## src/rtl/mod4591_sum6_reduce_pkg.sv

```systemverilog
// Shared mod-4591 constants and stage types for the partial-residue reduction datapath.
package mod4591_sum6_reduce_pkg;

  localparam int unsigned Q = 4591;
  localparam logic [14:0] Q_X3 = 15'd13773;
  localparam logic [12:0] Q_HALF = 13'd2295;
  localparam logic [12:0] Q_13 = 13'd4591;

  // Fold thresholds k*Q, k = 1..5; together they cover the full 2165..25230 range of d.
  localparam logic [14:0] THRESH_1 = 15'd4591;
  localparam logic [14:0] THRESH_2 = 15'd9182;
  localparam logic [14:0] THRESH_3 = 15'd13773;
  localparam logic [14:0] THRESH_4 = 15'd18364;
  localparam logic [14:0] THRESH_5 = 15'd22955;

  typedef struct packed {
    logic [13:0] sp;
    logic [13:0] sn;
    logic        v;
  } stage1_t;

  typedef struct packed {
    logic [14:0] d;
    logic        v;
  } stage2_t;

endpackage

```

## src/rtl/mod4591_sum6_reduce_if.sv

```systemverilog
// Bus bundle for the six-term mod-4591 reduction block.
// Handshake: valid-only stream. in_valid marks a live input set on each en=1 edge,
// out_valid marks a live z_out; there is no ready, the consumer must keep up.
interface mod4591_sum6_reduce_if;
  logic        en;
  logic        in_valid;
  logic [11:0] p0;
  logic [11:0] p1;
  logic [11:0] p2;
  logic [11:0] n0;
  logic [11:0] n1;
  logic [11:0] n2;
  logic [12:0] z_out;
  logic        out_valid;

  modport master (
    output en, in_valid, p0, p1, p2, n0, n1, n2,
    input  z_out, out_valid
  );

  modport slave (
    input  en, in_valid, p0, p1, p2, n0, n1, n2,
    output z_out, out_valid
  );
endinterface

```

## src/rtl/mod4591_fold15.sv

```systemverilog
// One-stage fold of a 15-bit value (< 6*Q) into a mod-4591 residue using parallel
// threshold compares; optional centered (signed) output.
module mod4591_fold15
  import mod4591_sum6_reduce_pkg::*;
#(
  parameter bit CENTERED = 1'b0
) (
  input  logic        clk,
  input  logic        rst,
  input  logic        en,
  input  logic        in_valid,
  input  logic [14:0] d,
  output logic [12:0] z,
  output logic        out_valid
);

  logic [4:0]  ge;
  logic [2:0]  k;
  logic [14:0] sub;
  logic [14:0] red;
  logic [12:0] z_next;

  always_comb begin
    ge[0] = (d >= THRESH_1);
    ge[1] = (d >= THRESH_2);
    ge[2] = (d >= THRESH_3);
    ge[3] = (d >= THRESH_4);
    ge[4] = (d >= THRESH_5);
    k = 3'(ge[0]) + 3'(ge[1]) + 3'(ge[2]) + 3'(ge[3]) + 3'(ge[4]);
    case (k)
      3'd1:    sub = THRESH_1;
      3'd2:    sub = THRESH_2;
      3'd3:    sub = THRESH_3;
      3'd4:    sub = THRESH_4;
      3'd5:    sub = THRESH_5;
      default: sub = 15'd0;
    endcase
    red = d - sub;
    z_next = red[12:0];
    // 13-bit wraparound of (r - Q) is exactly its two's-complement encoding.
    if (CENTERED && (red[12:0] > Q_HALF)) begin
      z_next = red[12:0] - Q_13;
    end
  end

  always_ff @(posedge clk or negedge rst) begin
    if (!rst) begin
      z         <= '0;
      out_valid <= 1'b0;
    end else if (en) begin
      z         <= z_next;
      out_valid <= in_valid;
    end
  end

endmodule

```

## src/rtl/mod4591_sum6_reduce.sv

```systemverilog
// Three-stage reduction of p0+p1+p2-n0-n1-n2 modulo 4591; fed directly by the
// registered outputs of the 33-bit partial-residue splitter.
module mod4591_sum6_reduce
  import mod4591_sum6_reduce_pkg::*;
#(
  parameter bit CENTERED = 1'b0
) (
  input  logic                       clk,
  input  logic                       rst,
  mod4591_sum6_reduce_if.slave       bus
);

  stage1_t s1;
  stage2_t s2;

  always_ff @(posedge clk or negedge rst) begin
    if (!rst) begin
      s1 <= '0;
    end else if (bus.en) begin
      s1.sp <= {2'b00, bus.p0} + {2'b00, bus.p1} + {2'b00, bus.p2};
      s1.sn <= {2'b00, bus.n0} + {2'b00, bus.n1} + {2'b00, bus.n2};
      s1.v  <= bus.in_valid;
    end
  end

  // Adding 3Q keeps d non-negative for every legal input (worst case sn - sp = 11608).
  always_ff @(posedge clk or negedge rst) begin
    if (!rst) begin
      s2 <= '0;
    end else if (bus.en) begin
      s2.d <= {1'b0, s1.sp} - {1'b0, s1.sn} + Q_X3;
      s2.v <= s1.v;
    end
  end

  mod4591_fold15 #(
    .CENTERED (CENTERED)
  ) u_fold (
    .clk       (clk),
    .rst       (rst),
    .en        (bus.en),
    .in_valid  (s2.v),
    .d         (s2.d),
    .z         (bus.z_out),
    .out_valid (bus.out_valid)
  );

endmodule

```

## src/flat_wrapper.sv

```systemverilog
// flat-port wrapper written by rule: the top's interface ports become plain ports
module mod4591_sum6_reduce_flat import mod4591_sum6_reduce_pkg::*;
#(
  parameter bit CENTERED = 1'b0
)
  (clk, rst, bus_en, bus_in_valid, bus_p0, bus_p1, bus_p2, bus_n0, bus_n1, bus_n2, bus_z_out, bus_out_valid);
  mod4591_sum6_reduce_if bus_i ();
  input  logic clk;
  input  logic rst;
  input wire logic [$bits(bus_i.en)-1:0] bus_en;
  input wire logic [$bits(bus_i.in_valid)-1:0] bus_in_valid;
  input wire logic [$bits(bus_i.p0)-1:0] bus_p0;
  input wire logic [$bits(bus_i.p1)-1:0] bus_p1;
  input wire logic [$bits(bus_i.p2)-1:0] bus_p2;
  input wire logic [$bits(bus_i.n0)-1:0] bus_n0;
  input wire logic [$bits(bus_i.n1)-1:0] bus_n1;
  input wire logic [$bits(bus_i.n2)-1:0] bus_n2;
  output wire logic [$bits(bus_i.z_out)-1:0] bus_z_out;
  output wire logic [$bits(bus_i.out_valid)-1:0] bus_out_valid;
  assign bus_i.en = bus_en;
  assign bus_i.in_valid = bus_in_valid;
  assign bus_i.p0 = bus_p0;
  assign bus_i.p1 = bus_p1;
  assign bus_i.p2 = bus_p2;
  assign bus_i.n0 = bus_n0;
  assign bus_i.n1 = bus_n1;
  assign bus_i.n2 = bus_n2;
  assign bus_z_out = bus_i.z_out;
  assign bus_out_valid = bus_i.out_valid;
  mod4591_sum6_reduce #(.CENTERED(CENTERED)) u_core (.clk(clk), .rst(rst), .bus(bus_i));
endmodule
```

## config.mk

```make
export PLATFORM = sky130hd
export DESIGN_NAME = mod4591_sum6_reduce_flat
export DESIGN_NICKNAME = d
export VERILOG_FILES = /design/src/rtl/mod4591_sum6_reduce_pkg.sv /design/src/rtl/mod4591_sum6_reduce_if.sv /design/src/rtl/mod4591_fold15.sv /design/src/rtl/mod4591_sum6_reduce.sv /design/src/flat_wrapper.sv
export SDC_FILE = /design/constraint.sdc
export NUM_CORES = 1
export LEC_CHECK = 0
export ABC_AREA = 1
export BUFFER_PORTS_ARGS = -buffer_cell sky130_fd_sc_hd__buf_2
export CAP_MARGIN = 20
export CORE_ASPECT_RATIO = 2
export CORE_MARGIN = 5
export CORE_UTILIZATION = 35
export DETAILED_ROUTE_END_ITERATION = 10
export PLACE_DENSITY_LB_ADDON = 0.05
export SLEW_MARGIN = 20
export SYNTH_ARGS = -nofsm -noshare
export SYNTH_HDL_FRONTEND = slang
export SYNTH_HIERARCHICAL = 1
export SYNTH_SLANG_ARGS = --single-unit
export TNS_END_PERCENT = 100
```

## constraint.sdc

```tcl
create_clock -name clk -period 6.3 [get_ports clk]
set_clock_uncertainty 0.2 [all_clocks]
set_input_delay 1.26 -clock clk [delete_from_list [all_inputs] [get_ports clk]]
set_output_delay 1.26 -clock clk [all_outputs]
set_load 0.1 [all_outputs]
```

# --- Word-level counts from Yosys, hierarchy flattened ---
# Cells that the tools add are included.
classes:
  mux: 1
  add_sub_neg: 11
  n_eq_ne: 5
  order_cmp: 5
ops:
  columns: ["cell", "n"]
  rows:
  - ["case mux 13 bit (5 select lines)", 1]
  - [">= comparator 15 x 14 -> 1 bit, second input constant", 2]
  - [">= comparator 15 bit, second input constant", 2]
  - ["adder 14 x 12 -> 14 bit", 2]
  - ["adder 12 x 12 -> 13 bit", 2]
  - ["adder 15 x 14 -> 15 bit, second input constant", 1]
  - [">= comparator 15 x 13 -> 1 bit, second input constant", 1]
  - ["subtractor 14 x 14 -> 15 bit", 1]
  - ["subtractor 13 bit", 1]
  - ["adder 3 x 1 -> 3 bit", 2]
  - ["== test 3 x 2 -> 1 bit, second input constant", 2]
  - ["== test 3 bit, second input constant", 2]
  - ["adder 2 x 1 -> 3 bit", 1]
  - ["== test 3 x 1 -> 1 bit, second input constant", 1]
  - ["adder 1 x 1 -> 2 bit", 1]
totals:
  inputBits: 76
  out_inout_bits: 14
  reg_bits: 59

# --- Longest topological paths before layout ---
depth:
  ltp_word: 8
  mapped_depth: 24

# --- Hierarchy ---
# Netlist, hierarchy kept.
by_module_without_submodules:
  columns: ["module", "cells_per_inst", "n_inst", "seq_area_each_um2", "area_each_um2"]
  rows:
  - ["mod4591_sum6_reduce", 630, 1, 1126.1, 4468.0]
  - ["mod4591_fold15", 276, 1, 350.3, 1666.6]

# --- Worst setup path after synthesis ---
# No wires, ideal clock.
synth_path:
  path_kind: "reg2reg"
  startpoint: "reg, netlist name u_core/s2[5]"
  endpoint: "reg u_core.u_fold.z[8]"
  t_arrival_ns: 3.454
  n_path_buf: 0
  required_time_ns: 5.975
  synth_period_minus_slack_ns: 3.779
  path_slack_ns: 2.521
  path_stages_with_launch: 23
  path_cell_list: "dfrtp_1 -> inv_1 -> nand2_1 -> nor2_1 -> nand4_1 -> o21ai_0 -> a31oi_1 -> fa_1 -> inv_1 -> fa_1 -> ha_1 -> nand2_1 -> o21ai_0 -> nor2_1 -> ha_1 -> nand2_1 -> inv_1 -> nand2_1 -> nand2_1 -> a21oi_1 -> nand2_1 -> nand2_1 -> o21ai_1"
synth_via:
  elab_chain_cells: 8
synth_rtl:
  columns: ["item", "line_no", "source"]
  rows:
  - [">= comparator 15 x 13 -> 1 bit or >= comparator 15 x 14 -> 1 bit (tied branches)", "mod4591_fold15.sv:24, mod4591_fold15.sv:25", null]
  - ["adder 1 x 1 -> 2 bit", "mod4591_fold15.sv:29", "k = 3'(ge[0]) + 3'(ge[1]) + 3'(ge[2]) + 3'(ge[3]) + 3'(ge[4]);"]
  - ["adder 2 x 1 -> 3 bit", "mod4591_fold15.sv:29", null]
  - ["adder 3 x 1 -> 3 bit (2 in series)", "mod4591_fold15.sv:29", null]
  - ["== test 3 bit (tied with other cells)", "mod4591_fold15.sv:30", "case (k)"]
  - ["case mux 13 bit (5 select lines)", "mod4591_fold15.sv:30", null]
  - ["subtractor 13 bit *", "mod4591_fold15.sv:38", "red = d - sub;"]
  - ["end signal: assignment", "mod4591_fold15.sv:51", "z <= z_next;"]
  - ["end: declaration", "mod4591_fold15.sv:13", "output logic [12:0] z,"]
# Mark *: on every way between the ends. The rest lies on a longest branch, timed or not.
# A chain may end at the register's enable or synchronous reset.

# --- Worst setup path in the final report ---
layout_path:
  startpoint: "reg, netlist name u_core/s2[5]"
  endpoint: "reg u_core.u_fold.z[12]"
layout_via:
  elab_chain_cells: 8
layout_rtl:
  columns: ["item", "line_no"]
  rows:
  - [">= comparator 15 x 13 -> 1 bit or >= comparator 15 x 14 -> 1 bit (tied branches)", "mod4591_fold15.sv:24, mod4591_fold15.sv:25"]
  - ["adder 1 x 1 -> 2 bit", "mod4591_fold15.sv:29"]
  - ["adder 2 x 1 -> 3 bit", "mod4591_fold15.sv:29"]
  - ["adder 3 x 1 -> 3 bit (2 in series)", "mod4591_fold15.sv:29"]
  - ["== test 3 bit (tied with other cells)", "mod4591_fold15.sv:30"]
  - ["case mux 13 bit (5 select lines)", "mod4591_fold15.sv:30"]
  - ["subtractor 13 bit *", "mod4591_fold15.sv:38"]
# Marks and branches as above.

==> key figures <==
Synth
  • Area contributors post-synth: dfrtp_1 24%, nand2_1 18%, ha_1 13%
  • Post-Syn Area: 0.00613 mm²
  • FF+latch count, synth: 59
  • Number of synthesized flops with an enable pin: 0
  • Area share of the largest cell type after synthesis: 0.241
  • Register area share after synthesis: 0.241
  • YS warnings: 6
  • Post-synth ARST share: 1.00
  • Syn_area_per_cell: between 6 and 7 µm²
  • Synth area leader: dfrtp_1
  • Cell variety after synth: 35
  • Synth Flop Type: dfrtp_1
  • Leading cell type by number of instances after synthesis: nand2_1
  • Post-synth top cells: 301 x nand2_1, 169 x inv_1, 62 x ha_1, 61 x nand3_1, 59 x dfrtp_1
  • Synthesized Nets: 1074
  • Cell count after synthesis: 906

Worst hold path
  • Worst hold path cell count: 2
  • Hold_sp: u_core/u_fold/out_valid
  • Hold Path Sink: u_core/u_fold/out_valid
  • HP Class: flip-flop to flip-flop

Clock network
  • Root Buffer: clkbuf_16
  • CTS buffer count: 9
  • CTS tree: built
  • H-tree depth: 3
  • Clk sinks: 59
  • Clock insertion delay at the later pin of the skew report: between 0.3 and 0.4 ns
  • Cts hold-fix bufs: 0
  • Post-CTS Setup Inserts: 0
  • Clock buffer depth: 2
  • Clock transition at the registers of the reported paths: 0.06 ns
  • Post-cts resize count: 0

Placed design
  • Detailed placement HPWL: 14400 µm
  • Area post-placement: roughly 0.007 mm²
  • PortBufs: between 80 and 90
  • Placed insts: 1195
  • Pre-CTS setup slack: about 1.6 ns
  • Placer Congestion: approximately 0.93

Die
  • Die Wd: just over 100 µm
  • Num ports: 90
  • Die area: 0.0204 mm²
  • Placeable Area: between 0.015 and 0.02 mm²
  • Std cell rows: 68
  • Chip height: between 150 and 200 µm
  • Initial Utilization: 0.355

Final layout
  • Fraction of layout cells with a size suffix above 1: 0.129
  • Design Area, Final: approximately 0.007 mm²
  • Layout area overhead: 16.5%
  • Fillers: 1938
  • Non-Filler Instances: about 1200
  • # diodes: 0
  • Fin nets: 1164

Flow run
  • Max-cap violation count: 0

Timing
  • Hold Violations, Final: 0
  • RSZ-0062 raised after global routing: false
  • Worst setup margin: around 1.6 ns
  • Final setup viols: 0
  • Worst Tran Pin Value: roughly 0.9 ns
  • Sum of negative setup slack: 0 ns
  • Slew Viols, Final: 0
  • Max-slew headroom: 0.406
  • Final period utilization: 0.748
  • Minimum clock period: 4.71 ns
  • Max Freq: approximately 210 MHz

Run status
  • Outcome: completed

Route
  • Total wire length: between 15000 and 20000 µm
  • Final ANT Viol Nets: 0
  • Drt wl/cell: 14.3 µm
  • TritonRoute pass-1 iters: 6
  • DRC viols: 0
  • Vias per cell: 4.82
  • Via count: between 5000 and 6000
  • DR iter-0 viols: approximately 180

Setup path
  • Register-to-register setup slack: 1.59 ns
  • CP Capture Type: flip-flop
  • Critical Path Start: u_core/s2[5]
  • Max FO, Critical Path: 5
  • Crit Path Class: flip-flop to flip-flop
  • Worst setup SP type: flip-flop
  • Worst r2r path cells: 21
  • RR Endpoint: u_core/u_fold/z[12]
  • Worst Path Arrival: about 4.7 ns
  • FF-to-FF Start: u_core/s2[5]
  • Worst EP required: 6.32 ns

Global route
  • Initial antenna violation count: 0
  • Remaining global-route overflow: 0
  • Largest net degree at the start of global routing: 60
  • Gr usage total: 0.173
  • Vias in the first global route: around 6000
  • First-pass GRT wire length: between 20000 and 30000 µm
-- sequential cells by signal, indices dropped and copies added (netlist names) --
signal and cells:
u_core/s1 29, u_core/s2 16, u_core/u_fold/z 13, u_core/u_fold/out_valid 1
-- logic make-up (layout without fill, tap and decap cells) --
group / Yosys count / after routing / synth area share
AOI/OAI and AO/OA: 89 / 89 / 0.0806
DFF: 59 / 59 / 0.241
buffers and inverters: 184 / 279 / 0.114
and+or+nand+nor: 468 / 468 / 0.320
adders and majority gates: 92 / 92 / 0.224
xor gates and xnor gates: 14 / 14 / 0.0200
-- per-layer routing --
layer  wire length [µm]  vias up  global-route usage
met1               5490     2654               0.146
li1                   -     3026                   -
met4                903        0              0.0949
met3                552       41              0.0196
met5                  0        -                   0
met2              10400      122               0.371
-- worst max-delay path by stage --
stage,end,cells past startpoint
6_report,u_core/u_fold/z[12],21
5_1_grt,u_core/u_fold/z[12],21
4_1_cts,u_core/u_fold/z[12],21
3_5_place_dp,u_core/u_fold/z[12],21
3_3_place_gp,u_core/u_fold/z[10],20
2_1_floorplan,u_core/u_fold/z[8],22
-- cell usage in the layout, fill, tap and decap left out, types with 30 or more instances in the layout --
| cell type | synthesis | final |
|---|---|---|
| o21ai_0 | 33 | 33 |
| inv_1 | 169 | 169 |
| nand2_1 | 301 | 301 |
| buf_2 | 5 | 89 |
| nand3_1 | 61 | 61 |
| nor2_1 | 55 | 55 |
| ha_1 | 62 | 62 |
| a21oi_1 | 30 | 30 |
| fa_1 | 30 | 30 |
| dfrtp_1 | 59 | 59 |
-- through the flow --
stage / util / hold slack, ns
finish: 0.414 / 0.270
CTS: 0.414 / 0.275
detailed placement: 0.394 / 0.260
global placement: 0.394 / 0.262
floorplan: - / 0.244
global route: 0.414 / 0.294
-- worst max-delay path, cell delays in order (launching register included) --
cell     delay (ns)
dfrtp_1        0.42
inv_1          0.13
nand2_1        0.07
nor2_1         0.09
nand4_1        0.08
o21ai_0        0.17
a31oi_1        0.20
fa_1           0.56
inv_1          0.05
fa_1           0.72
inv_1          0.14
o21ai_0        0.30
nor2_1         0.16
ha_1           0.46
nand2_1        0.15
nor2_1         0.19
and2_1         0.17
nand2_2        0.10
nand3_2        0.07
nand2_1        0.05
nand3_1        0.06
nand2_1        0.05
-- layout make-up --
class	count	area, µm²	share of cell area
repair buffers	91	460	0.0644
inverters	172	646	0.0904
flip-flops and latches	59	1480	0.207
clock inverters	5	100	0.0140
clock buffers	11	243	0.0340
multi-input cells	663	3960	0.554
well taps	210	263	0.0368
Power is not shown: default switching activity piles up to over one toggle a cycle in this logic, so the estimate is an artifact.
